`config.mk`:
```
export PLATFORM = sky130hd
export DESIGN_NAME = mouse_receiver
export DESIGN_NICKNAME = d
export VERILOG_FILES = /design/src/rtl/mouse_receiver_pkg.sv /design/src/rtl/mouse_receiver_ps2_line_sync.sv /design/src/rtl/mouse_receiver.sv
export SDC_FILE = /design/constraint.sdc
export NUM_CORES = 1
export LEC_CHECK = 0
export BUFFER_PORTS_ARGS = -buffer_cell sky130_fd_sc_hd__buf_2
export CORE_ASPECT_RATIO = 1.4
export CORE_MARGIN = 10
export CORE_UTILIZATION = 45
export DETAILED_ROUTE_END_ITERATION = 6
export GPL_ROUTABILITY_DRIVEN = 0
export PLACE_DENSITY = 0.63
export RECOVER_POWER = 50
export SLEW_MARGIN = 20
export SYNTH_ARGS = -nofsm -noshare
export SYNTH_HDL_FRONTEND = slang
export SYNTH_SLANG_ARGS = --single-unit
```
`constraint.sdc`:
```
create_clock -name CLK -period 1.8 [get_ports CLK]
set_input_delay 0.45 -clock CLK [delete_from_list [all_inputs] [get_ports CLK]]
set_output_delay 0.45 -clock CLK [all_outputs]
set_load 0.1 [all_outputs]
```
`src/rtl/mouse_receiver_pkg.sv`:
```
// Shared PS/2 definitions for the mouse receiver, transmitter and master state machine.
//   rx_state_t          : receiver state encoding
//   ERR_PARITY/ERR_STOP : bit positions inside BYTE_ERROR_CODE
//   PS2_FRAME_DATA_BITS : data bits carried by one PS/2 frame
package mouse_receiver_pkg;

   typedef enum logic [2:0] {
      IDLE    = 3'd0,
      DATA    = 3'd1,
      PARITY  = 3'd2,
      STOP    = 3'd3,
      DELIVER = 3'd4
   } rx_state_t;

   localparam int ERR_PARITY          = 0;
   localparam int ERR_STOP            = 1;
   localparam int PS2_FRAME_DATA_BITS = 8;

endpackage

```
`src/rtl/mouse_receiver_ps2_line_sync.sv`:
```
// ps2_line_sync: brings the asynchronous PS/2 clock and data lines into the
// system clock domain and flags falling edges of the PS/2 clock.
//   clk, srst   : system clock, synchronous active-high reset
//   line_clk    : raw PS/2 clock pin
//   line_data   : raw PS/2 data pin
//   clk_synced  : synchronised PS/2 clock
//   data_synced : synchronised PS/2 data
//   fall_edge   : high for one cycle when the synchronised PS/2 clock goes 1 -> 0
module ps2_line_sync #(
   parameter int SYNC_STAGES = 2
) (
   input  logic clk,
   input  logic srst,
   input  logic line_clk,
   input  logic line_data,
   output logic clk_synced,
   output logic data_synced,
   output logic fall_edge
);

   logic [SYNC_STAGES-1:0] clk_pipe_reg;
   logic [SYNC_STAGES-1:0] data_pipe_reg;
   logic                   clk_prev_reg;

   // Everything presets to 1 (PS/2 idle level) so leaving reset never
   // produces a spurious falling edge.
   always_ff @(posedge clk) begin
      if (srst) begin
         clk_pipe_reg  <= '1;
         data_pipe_reg <= '1;
         clk_prev_reg  <= 1'b1;
      end else begin
         clk_pipe_reg  <= {clk_pipe_reg[SYNC_STAGES-2:0], line_clk};
         data_pipe_reg <= {data_pipe_reg[SYNC_STAGES-2:0], line_data};
         clk_prev_reg  <= clk_pipe_reg[SYNC_STAGES-1];
      end
   end

   assign clk_synced  = clk_pipe_reg[SYNC_STAGES-1];
   assign data_synced = data_pipe_reg[SYNC_STAGES-1];
   assign fall_edge   = clk_prev_reg & ~clk_pipe_reg[SYNC_STAGES-1];

endmodule

```
`src/rtl/mouse_receiver.sv`:
```
// mouse_receiver: PS/2 host-side byte receiver. Deframes 11-bit device-to-host
// frames (start, 8 data LSB first, odd parity, stop) and hands one byte per
// frame to the mouse master state machine.
//   CLK, RESET      : system clock, synchronous active-high reset
//   CLK_MOUSE_IN    : PS/2 clock line (asynchronous)
//   DATA_MOUSE_IN   : PS/2 data line (asynchronous)
//   READ_ENABLE     : reception permitted; low aborts any frame in progress
//   BYTE_READ       : last delivered byte
//   BYTE_ERROR_CODE : [0] parity error, [1] stop-bit error
//   BYTE_READY      : one-cycle strobe qualifying BYTE_READ/BYTE_ERROR_CODE
module mouse_receiver
   import mouse_receiver_pkg::*;
#(
   parameter int TIMEOUT_CYCLES = 50000,
   parameter int SYNC_STAGES    = 2
) (
   input  logic       CLK,
   input  logic       RESET,
   input  logic       CLK_MOUSE_IN,
   input  logic       DATA_MOUSE_IN,
   input  logic       READ_ENABLE,
   output logic [7:0] BYTE_READ,
   output logic [1:0] BYTE_ERROR_CODE,
   output logic       BYTE_READY
);

   localparam int             TW           = (TIMEOUT_CYCLES > 2) ? $clog2(TIMEOUT_CYCLES) : 1;
   localparam logic [TW-1:0]  TIMEOUT_LAST = TW'(TIMEOUT_CYCLES - 1);
   localparam logic [2:0]     LAST_BIT     = 3'(PS2_FRAME_DATA_BITS - 1);

   logic clk_synced;
   logic data_synced;
   logic fall_edge;

   ps2_line_sync #(
      .SYNC_STAGES (SYNC_STAGES)
   ) u_line_sync (
      .clk         (CLK),
      .srst        (RESET),
      .line_clk    (CLK_MOUSE_IN),
      .line_data   (DATA_MOUSE_IN),
      .clk_synced  (clk_synced),
      .data_synced (data_synced),
      .fall_edge   (fall_edge)
   );

   rx_state_t     state_reg,      state_next;
   logic [7:0]    shift_reg,      shift_next;
   logic [2:0]    bit_idx_reg,    bit_idx_next;
   logic [TW-1:0] timeout_reg,    timeout_next;
   logic          parity_bit_reg, parity_bit_next;
   logic [7:0]    byte_read_reg,  byte_read_next;
   logic [1:0]    err_reg,        err_next;
   logic          ready_reg,      ready_next;

   always_ff @(posedge CLK) begin
      if (RESET) begin
         state_reg      <= IDLE;
         shift_reg      <= '0;
         bit_idx_reg    <= '0;
         timeout_reg    <= '0;
         parity_bit_reg <= 1'b0;
         byte_read_reg  <= '0;
         err_reg        <= '0;
         ready_reg      <= 1'b0;
      end else begin
         state_reg      <= state_next;
         shift_reg      <= shift_next;
         bit_idx_reg    <= bit_idx_next;
         timeout_reg    <= timeout_next;
         parity_bit_reg <= parity_bit_next;
         byte_read_reg  <= byte_read_next;
         err_reg        <= err_next;
         ready_reg      <= ready_next;
      end
   end

   always_comb begin
      state_next      = state_reg;
      shift_next      = shift_reg;
      bit_idx_next    = bit_idx_reg;
      timeout_next    = timeout_reg;
      parity_bit_next = parity_bit_reg;
      byte_read_next  = byte_read_reg;
      err_next        = err_reg;
      ready_next      = 1'b0;

      case (state_reg)
         IDLE: begin
            bit_idx_next = '0;
            timeout_next = '0;
            if (READ_ENABLE && fall_edge && !data_synced) begin
               state_next = DATA;
            end
         end

         DATA, PARITY, STOP: begin
            // Enable drop beats an edge, and an edge beats the timeout.
            if (!READ_ENABLE) begin
               state_next = IDLE;
            end else if (fall_edge) begin
               timeout_next = '0;
               if (state_reg == DATA) begin
                  shift_next[bit_idx_reg] = data_synced;
                  bit_idx_next            = bit_idx_reg + 3'd1;
                  if (bit_idx_reg == LAST_BIT) begin
                     state_next = PARITY;
                  end
               end else if (state_reg == PARITY) begin
                  parity_bit_next = data_synced;
                  state_next      = STOP;
               end else begin
                  // Stop bit is judged directly so the result lands in the
                  // DELIVER cycle together with the strobe.
                  byte_read_next          = shift_reg;
                  err_next[ERR_PARITY]    = ~(^shift_reg ^ parity_bit_reg);
                  err_next[ERR_STOP]      = ~data_synced;
                  ready_next              = 1'b1;
                  state_next              = DELIVER;
               end
            end else if (timeout_reg == TIMEOUT_LAST) begin
               state_next = IDLE;
            end else begin
               timeout_next = timeout_reg + TW'(1);
            end
         end

         DELIVER: begin
            state_next = IDLE;
         end

         default: begin
            state_next = IDLE;
         end
      endcase
   end

   assign BYTE_READ       = byte_read_reg;
   assign BYTE_ERROR_CODE = err_reg;
   assign BYTE_READY      = ready_reg;

endmodule

```
==> flow_summary.json, run 1 <==
{
  "timing.final.crit_share_pct": 109.9,
  "worst_setup_path_start_kind": "register",
  "endpoint_kind": "register",
  "slew_headroom_pct": 58.54,
  "synth_mux_area_share_pct": 5.164,
  "syn_nets": 252,
  "ant_nets": 0,
  "grt_pass1_vias": 1744,
  "path_max_fanout": 3,
  "grt_use_total_pct": 12.29,
  "num_vias": 1759,
  "cts_hold_buf": 0,
  "grt_setup_unrepaired": "yes",
  "finalSetupViolCount": 11,
  "drtIter0Drc": 73,
  "hold-path-cell-count": 2,
  "slowest_stage": "or4_4",
  "numCtsBuffers": 5,
  "rows": 29,
  "route.detailed.drc": 0,
  "critPathKind": "reg2reg",
  "largest_reg_flops": 16,
  "hold_ws_ps": 321.4,
  "yosysTopAreaCell": "dfxtp_1",
  "dp_hpwl_um": 3392,
  "fin_nets": 284,
  "ys_types": 46,
  "die_x_um": 78.18,
  "ys_seq_elements": 47,
  "synth_top_family_by_area": "simple AND/OR/NAND/NOR gates",
  "ys.flop_type": "dfxtp_1",
  "cts_max_path_buffers": 2,
  "slew_viol_final": 0,
  "drive_gt1_share_pct": 22.38,
  "pin_count": 16,
  "leakage_nw": 0.9916,
  "synth_xor_area_share_pct": 8.216,
  "routed_wirelength_um": 4555,
  "rr_worst_depth": 5,
  "syn_area_um2": 2132,
  "wire_per_inst_um": 13.44,
  "antenna_found_initial": 0,
  "clk_pin_slew_ps": 90,
  "first_pass_iters": 4,
  "area_delta_synth_final_pct": 21.24,
  "grt_pass1_wl_um": 7907,
  "ys.warnings.count": 0,
  "worst-path-buf-inv": 0,
  "synthArstFlopShare_pct": 0,
  "yosys.area_share.simple_pct": 26.06,
  "clockRootBuffer": "clkbuf_8",
  "fmax_mhz": 505.6,
  "post-place-ws_ps": -179.6,
  "violations": "setup timing",
  "critical_path.cell_chain": "or4b_4 > or4_4 > a22oi_2 > mux2i_1 > nor2_1",
  "cts_tree": "done",
  "core-area_um2": 4572,
  "finalClockSkew_ps": 3.945,
  "synth_compound_area_share_pct": 11.62,
  "synth_cells": 244,
  "postCtsSetupBuffers": 0,
  "initial_core_util_pct": 46.63,
  "synthTopCellsByArea": "dfxtp_1 44%, nor2_1 6.5%, nand2_1 5.3%, mux2i_1 5.2%, xor2_1 4.5%",
  "synth-seq-area-share_pct": 44.13,
  "cp.arrival_ps": 2180,
  "path_depth": 5,
  "fin_crit_ps": 1978,
  "clk_latency_ps": 300,
  "grt_overflow": 0,
  "syn_area_per_cell_um2": 8.738,
  "max_cap_violations": 0,
  "grt_start_max_net_pins": 21,
  "peakVddDrop_uv": 562.7,
  "io_buffers": 15,
  "synth-edff-count": 0,
  "crit_family": "simple AND/OR/NAND/NOR gates",
  "slowest_delay_ps": 590,
  "htreeDepth": 2,
  "tightest_slew_ps": 613.3,
  "fp.dieH_um": 101.4,
  "dieArea_um2": 7930,
  "vias_per_cell": 5.189,
  "cellPowerDensity_nw_per_um2": 798.2,
  "status": "finished, violations left",
  "synth_top_area_share_pct": 44.13,
  "numClockSinks": 47,
  "synthAdderAreaFrac_pct": 1.761,
  "hp-class": "in2reg",
  "diodes": 0,
  "final-hold-violation-count": 0,
  "worstPathRequired_ps": 2000,
  "setup_slack_ps": -178.0
}
[synthesized netlist by cell type (2+ instances only)]
master,instances
or4b_1,2
nand3b_1,3
o21ai_0,2
a21oi_1,12
o211ai_1,3
and3_1,3
or2_1,3
dfxtp_1,47
o21ai_1,2
nand2_1,30
or3_1,3
inv_1,3
nor2_1,37
nand3_1,7
nor2b_1,2
or2_2,2
nand4b_1,3
nor3b_1,2
o31a_1,2
xnor2_1,9
mux2i_1,11
xor2_1,11
ha_1,3
a22oi_1,2
clkbuf_1,13
nor4_1,2
a211oi_1,4
nor3_1,3
[kinds of logic after synthesis]
| logic type | after synthesis |
|---|---|
| and+or+nand+nor | 110 |
| buffers and inverters | 17 |
| AOI/OAI and AO/OA | 36 |
| adders and majority gates | 3 |
| muxes | 11 |
| xor gates and xnor gates | 20 |
| DFF | 47 |
[power breakdown]
part	switching (mW)	internal, mW	total, mW
Clock	0.360	0.554	0.914
Combinational	0.0580	0.0381	0.0961
Sequential	0.00575	1.05	1.05
[layer usage]
metal | routed length (µm) | up-vias | GRT usage [%]
li1 | - | 903 | -
met4 | 81 | 0 | 6.086
met3 | 124 | 8 | 3.280
met2 | 2530 | 19 | 23.16
met5 | 0 | - | 0
met1 | 1818 | 829 | 12.03
[worst paths after layout]
kind | startpoint | endpoint | slack [ps]
hold reg to reg | u_line_sync.data_pipe_reg[0] | u_line_sync.data_pipe_reg[1] | 410
setup / recovery | timeout_reg[10] | state_reg[0] | -180
setup reg to reg | timeout_reg[10] | state_reg[0] | -180
hold / removal | DATA_MOUSE_IN | u_line_sync.data_pipe_reg[0] | 320
[layout by cell type (no fill, tap or decap), types with 3 or more instances in the layout]
cell,instances
buf_4,21
inv_1,3
o211ai_1,3
xnor2_1,9
clkbuf_2,11
and3_1,3
clkbuf_8,5
nand3b_1,3
xor2_1,11
nor3_1,3
nand3_1,7
a21oi_1,11
or2_1,3
ha_1,3
nand4b_1,3
nand2_1,30
dfxtp_1,45
nor2_1,37
a211oi_1,4
buf_2,4
mux2i_1,11
[metrics by stage]
stage | cell area, µm² | std cells | power, mW | util (%) | setup TNS, ps
4_1_cts | 2575 | 339 | 2.092 | 56.32 | -1326
3_5_place_dp | 2424 | 331 | 1.173 | 53.01 | -1262
6_report | 2585 | 339 | 2.063 | 56.54 | -1148
3_3_place_gp | 2424 | 331 | 1.173 | 53.01 | -1193
2_1_floorplan | 2151 | 244 | 1.142 | - | -570.3
5_1_grt | 2585 | 339 | 2.138 | 56.54 | -1895
[what timing repair did]
action	in CTS	in global routing
setup endpoints to repair	11	12
pin swaps	4	10
gates resized for setup	3	5
[cell type report]
type	instances	area [µm²]
fill	440	1987
multi-input combinational	180	1165
sequential	47	943.4
timing repair buffer	39	251.5
tap	62	77.57
clock buffer	5	68.82
clock inverter	3	67.56
inverter	3	11.26
Power figures use the tool's default switching activity.
==> inputs of run 2 (changes only) <==
- ABC_AREA: default -> 1
- CORE_MARGIN: 10 -> default
- SKIP_CTS_REPAIR_TIMING: default -> 1
==> run 2 against run 1 <==
Sequential cell count did not move; combinational power rose to 8.2 times the previous value; core utilization fell by 3.7 points; critical endpoint is now timeout_reg[4]; fmax rose by 23%; first-iteration DRC count rose by 60%; global-route usage rose by 8.6 points; clock skew rose by 3.8 ps; register-to-register slack improved by 360 ps; clock-buffer cell count did not move; die area fell by 27%; largest cell class unchanged; sequential share of layout area fell by 2.5 points; the run now ends clean.
==> flow_summary.json, run 2 <==
{
  "setup_tns_ps": 0,
  "ys.warnings.count": 0,
  "num_vias": 2281,
  "syn_area_um2": 2481,
  "route.detailed.drc": 0,
  "finalPower_mw": 2.702,
  "slowest_delay_ps": 380,
  "synthMostInstantiatedCell": "nand2_1",
  "clk_pin_slew_ps": 90,
  "cp.arrival_ps": 1850,
  "max_cap_violations": 0,
  "first_pass_iters": 6,
  "fin_crit_ps": 1613,
  "critical_path.cell_chain": "ha_1 > nand3_1 > nor2_2 > nand3_4 > nand2_4 > inv_1 > nand2_1 > nand2_1 > nor2_1",
  "ys_types": 30,
  "io_buffers": 15,
  "slew_headroom_pct": 64.12,
  "synthTopCellsByArea": "dfxtp_1 38%, nand2_1 13%, nor2_1 8.8%, nand3_1 6.1%, inv_1 5.0%",
  "setup_slack_ps": 186.8,
  "grt_pass1_wl_um": 9535,
  "finalSetupViolCount": 0,
  "htreeDepth": 2,
  "status": "complete, no violations",
  "synthArstFlopShare_pct": 0,
  "grt_use_total_pct": 20.88,
  "slew_viol_final": 0,
  "synth_common_cells": "84 x nand2_1, 58 x nor2_1, 47 x dfxtp_1",
  "area_delta_synth_final_pct": 11.45,
  "path_max_fanout": 13,
  "final_area_um2": 2765,
  "grt_overflow": 0,
  "fp.dieH_um": 89.86,
  "die_x_um": 64.76,
  "endpoint_kind": "register",
  "wire_per_inst_um": 12.41,
  "clockRootBuffer": "clkbuf_8",
  "syn_area_per_cell_um2": 6.761,
  "pin_count": 16,
  "peakVddDrop_uv": 467.2,
  "yosysTopAreaCell": "dfxtp_1",
  "syn_nets": 375,
  "worstPathRequired_ps": 2040,
  "hp-class": "in2reg",
  "synth_top_area_share_pct": 37.92,
  "ys.flop_type": "dfxtp_1",
  "fill_cells": 557,
  "ant_nets": 0,
  "final_common_cell": "nand2_1",
  "initial_core_util_pct": 47.38,
  "critPathKind": "reg2reg",
  "synth-seq-area-share_pct": 37.92,
  "grt_pass1_vias": 2198,
  "instances_no_fill": 455,
  "final-hold-violation-count": 0,
  "dp_hpwl_um": 4306,
  "vias_per_cell": 5.013,
  "numClockSinks": 47,
  "cts_max_path_buffers": 2,
  "grt_start_max_net_pins": 21,
  "largest_reg_flops": 16,
  "worst-path-buf-inv": 1,
  "cpMostUsedCell": "nand2_1",
  "clk_latency_ps": 300,
  "finalClockSkew_ps": 7.747,
  "timing.final.crit_share_pct": 89.62,
  "cellPowerDensity_nw_per_um2": 977.2,
  "drive_gt1_share_pct": 15.94,
  "worst_setup_path_start_kind": "register",
  "drtIter0Drc": 117,
  "final_cell_mix": "84 x nand2_1, 59 x nor2_1, 47 x dfxtp_1, 36 x inv_1, 30 x nand3_1",
  "dieArea_um2": 5819,
  "cts_tree": "done",
  "rows": 31,
  "fin_nets": 396,
  "postPlaceCellArea_um2": 2656,
  "core-area_um2": 5236,
  "numCtsBuffers": 5,
  "tightest_slew_ps": 540.5,
  "crit_family": "simple AND/OR/NAND/NOR gates",
  "fmax_mhz": 619.9,
  "post-place-ws_ps": 147.0,
  "grt_setup_unrepaired": "no",
  "routed_wirelength_um": 5645,
  "synth-edff-count": 0,
  "synth_cells": 367,
  "antenna_found_initial": 0,
  "dpl.cell_count": 447,
  "ys_seq_elements": 47,
  "diodes": 0,
  "leakage_nw": 1.141,
  "slowest_stage": "dfxtp_1"
}
-- run 2: changes by cell type in the layout (fill, tap and decap cells not counted), sizes merged, moves of 5 or more --
cell,previous run,this run
mux2i,11,0
nand4,1,6
clkbuf,18,13
a21oi,12,31
nand3,7,31
buf,26,14
o21ai,4,25
nand2,30,91
xor2,11,3
xnor2,9,3
nor2,37,65
inv,3,40
-- run 2: report_power, final --
part	switching, mW	internal [mW]	leakage [nW]
clock network	0.361	0.414	0.0581
registers	0.0478	1.09	0.380
logic	0.564	0.227	0.703
total	0.973	1.73	1.14
-- run 2: metrics by stage --
stage	hold WS (ps)	utilization, %
after floorplan	389.5	-
after global placement	390.1	50.73
after detailed placement	394.2	50.73
after CTS	322.1	52.88
after global routing	322.0	52.81
final	327.7	52.81
-- run 2: cell families after synthesis --
kind of cell | count (synthesis) | synth area share (%)
AOI/OAI and AO/OA | 59 | 13.57
adders and majority gates | 3 | 1.513
buffers and inverters | 48 | 7.968
DFF | 47 | 37.92
and+or+nand+nor | 204 | 36.91
xor gates and xnor gates | 6 | 2.118
-- run 2: area by class of cell --
class                   count  area [µm²]  area share (%)
multi-input cells         272        1340           48.46
inverters                  40       150.1           5.430
flip-flops and latches     47       940.9           34.03
repair buffers             22       138.9           5.023
clock buffers               5       68.82           2.489
well taps                  66       82.58           2.986
clock inverters             3       43.79           1.584
-- run 2: layer usage --
metal,vias to the layer above,part of all wire [%],global-route usage [%],routed length (µm)
met4,0,2.7,8.889,150
met1,1018,42,21.94,2352
li1,1215,-,-,-
met5,-,0,0,0
met3,13,1.9,3.680,108
met2,35,54,38.98,3033
-- run 2: final timing paths --
path / from / endpoint / slack (ps) / depth (start not counted)
worst max-delay path: timeout_reg[0] / timeout_reg[4] / 190 / 9
worst min-delay path: DATA_MOUSE_IN / u_line_sync.data_pipe_reg[0] / 330 / 2
worst max register to register: timeout_reg[0] / timeout_reg[4] / 190 / 9
worst min register to register: u_line_sync.clk_pipe_reg[0] / u_line_sync.clk_pipe_reg[1] / 410 / 1
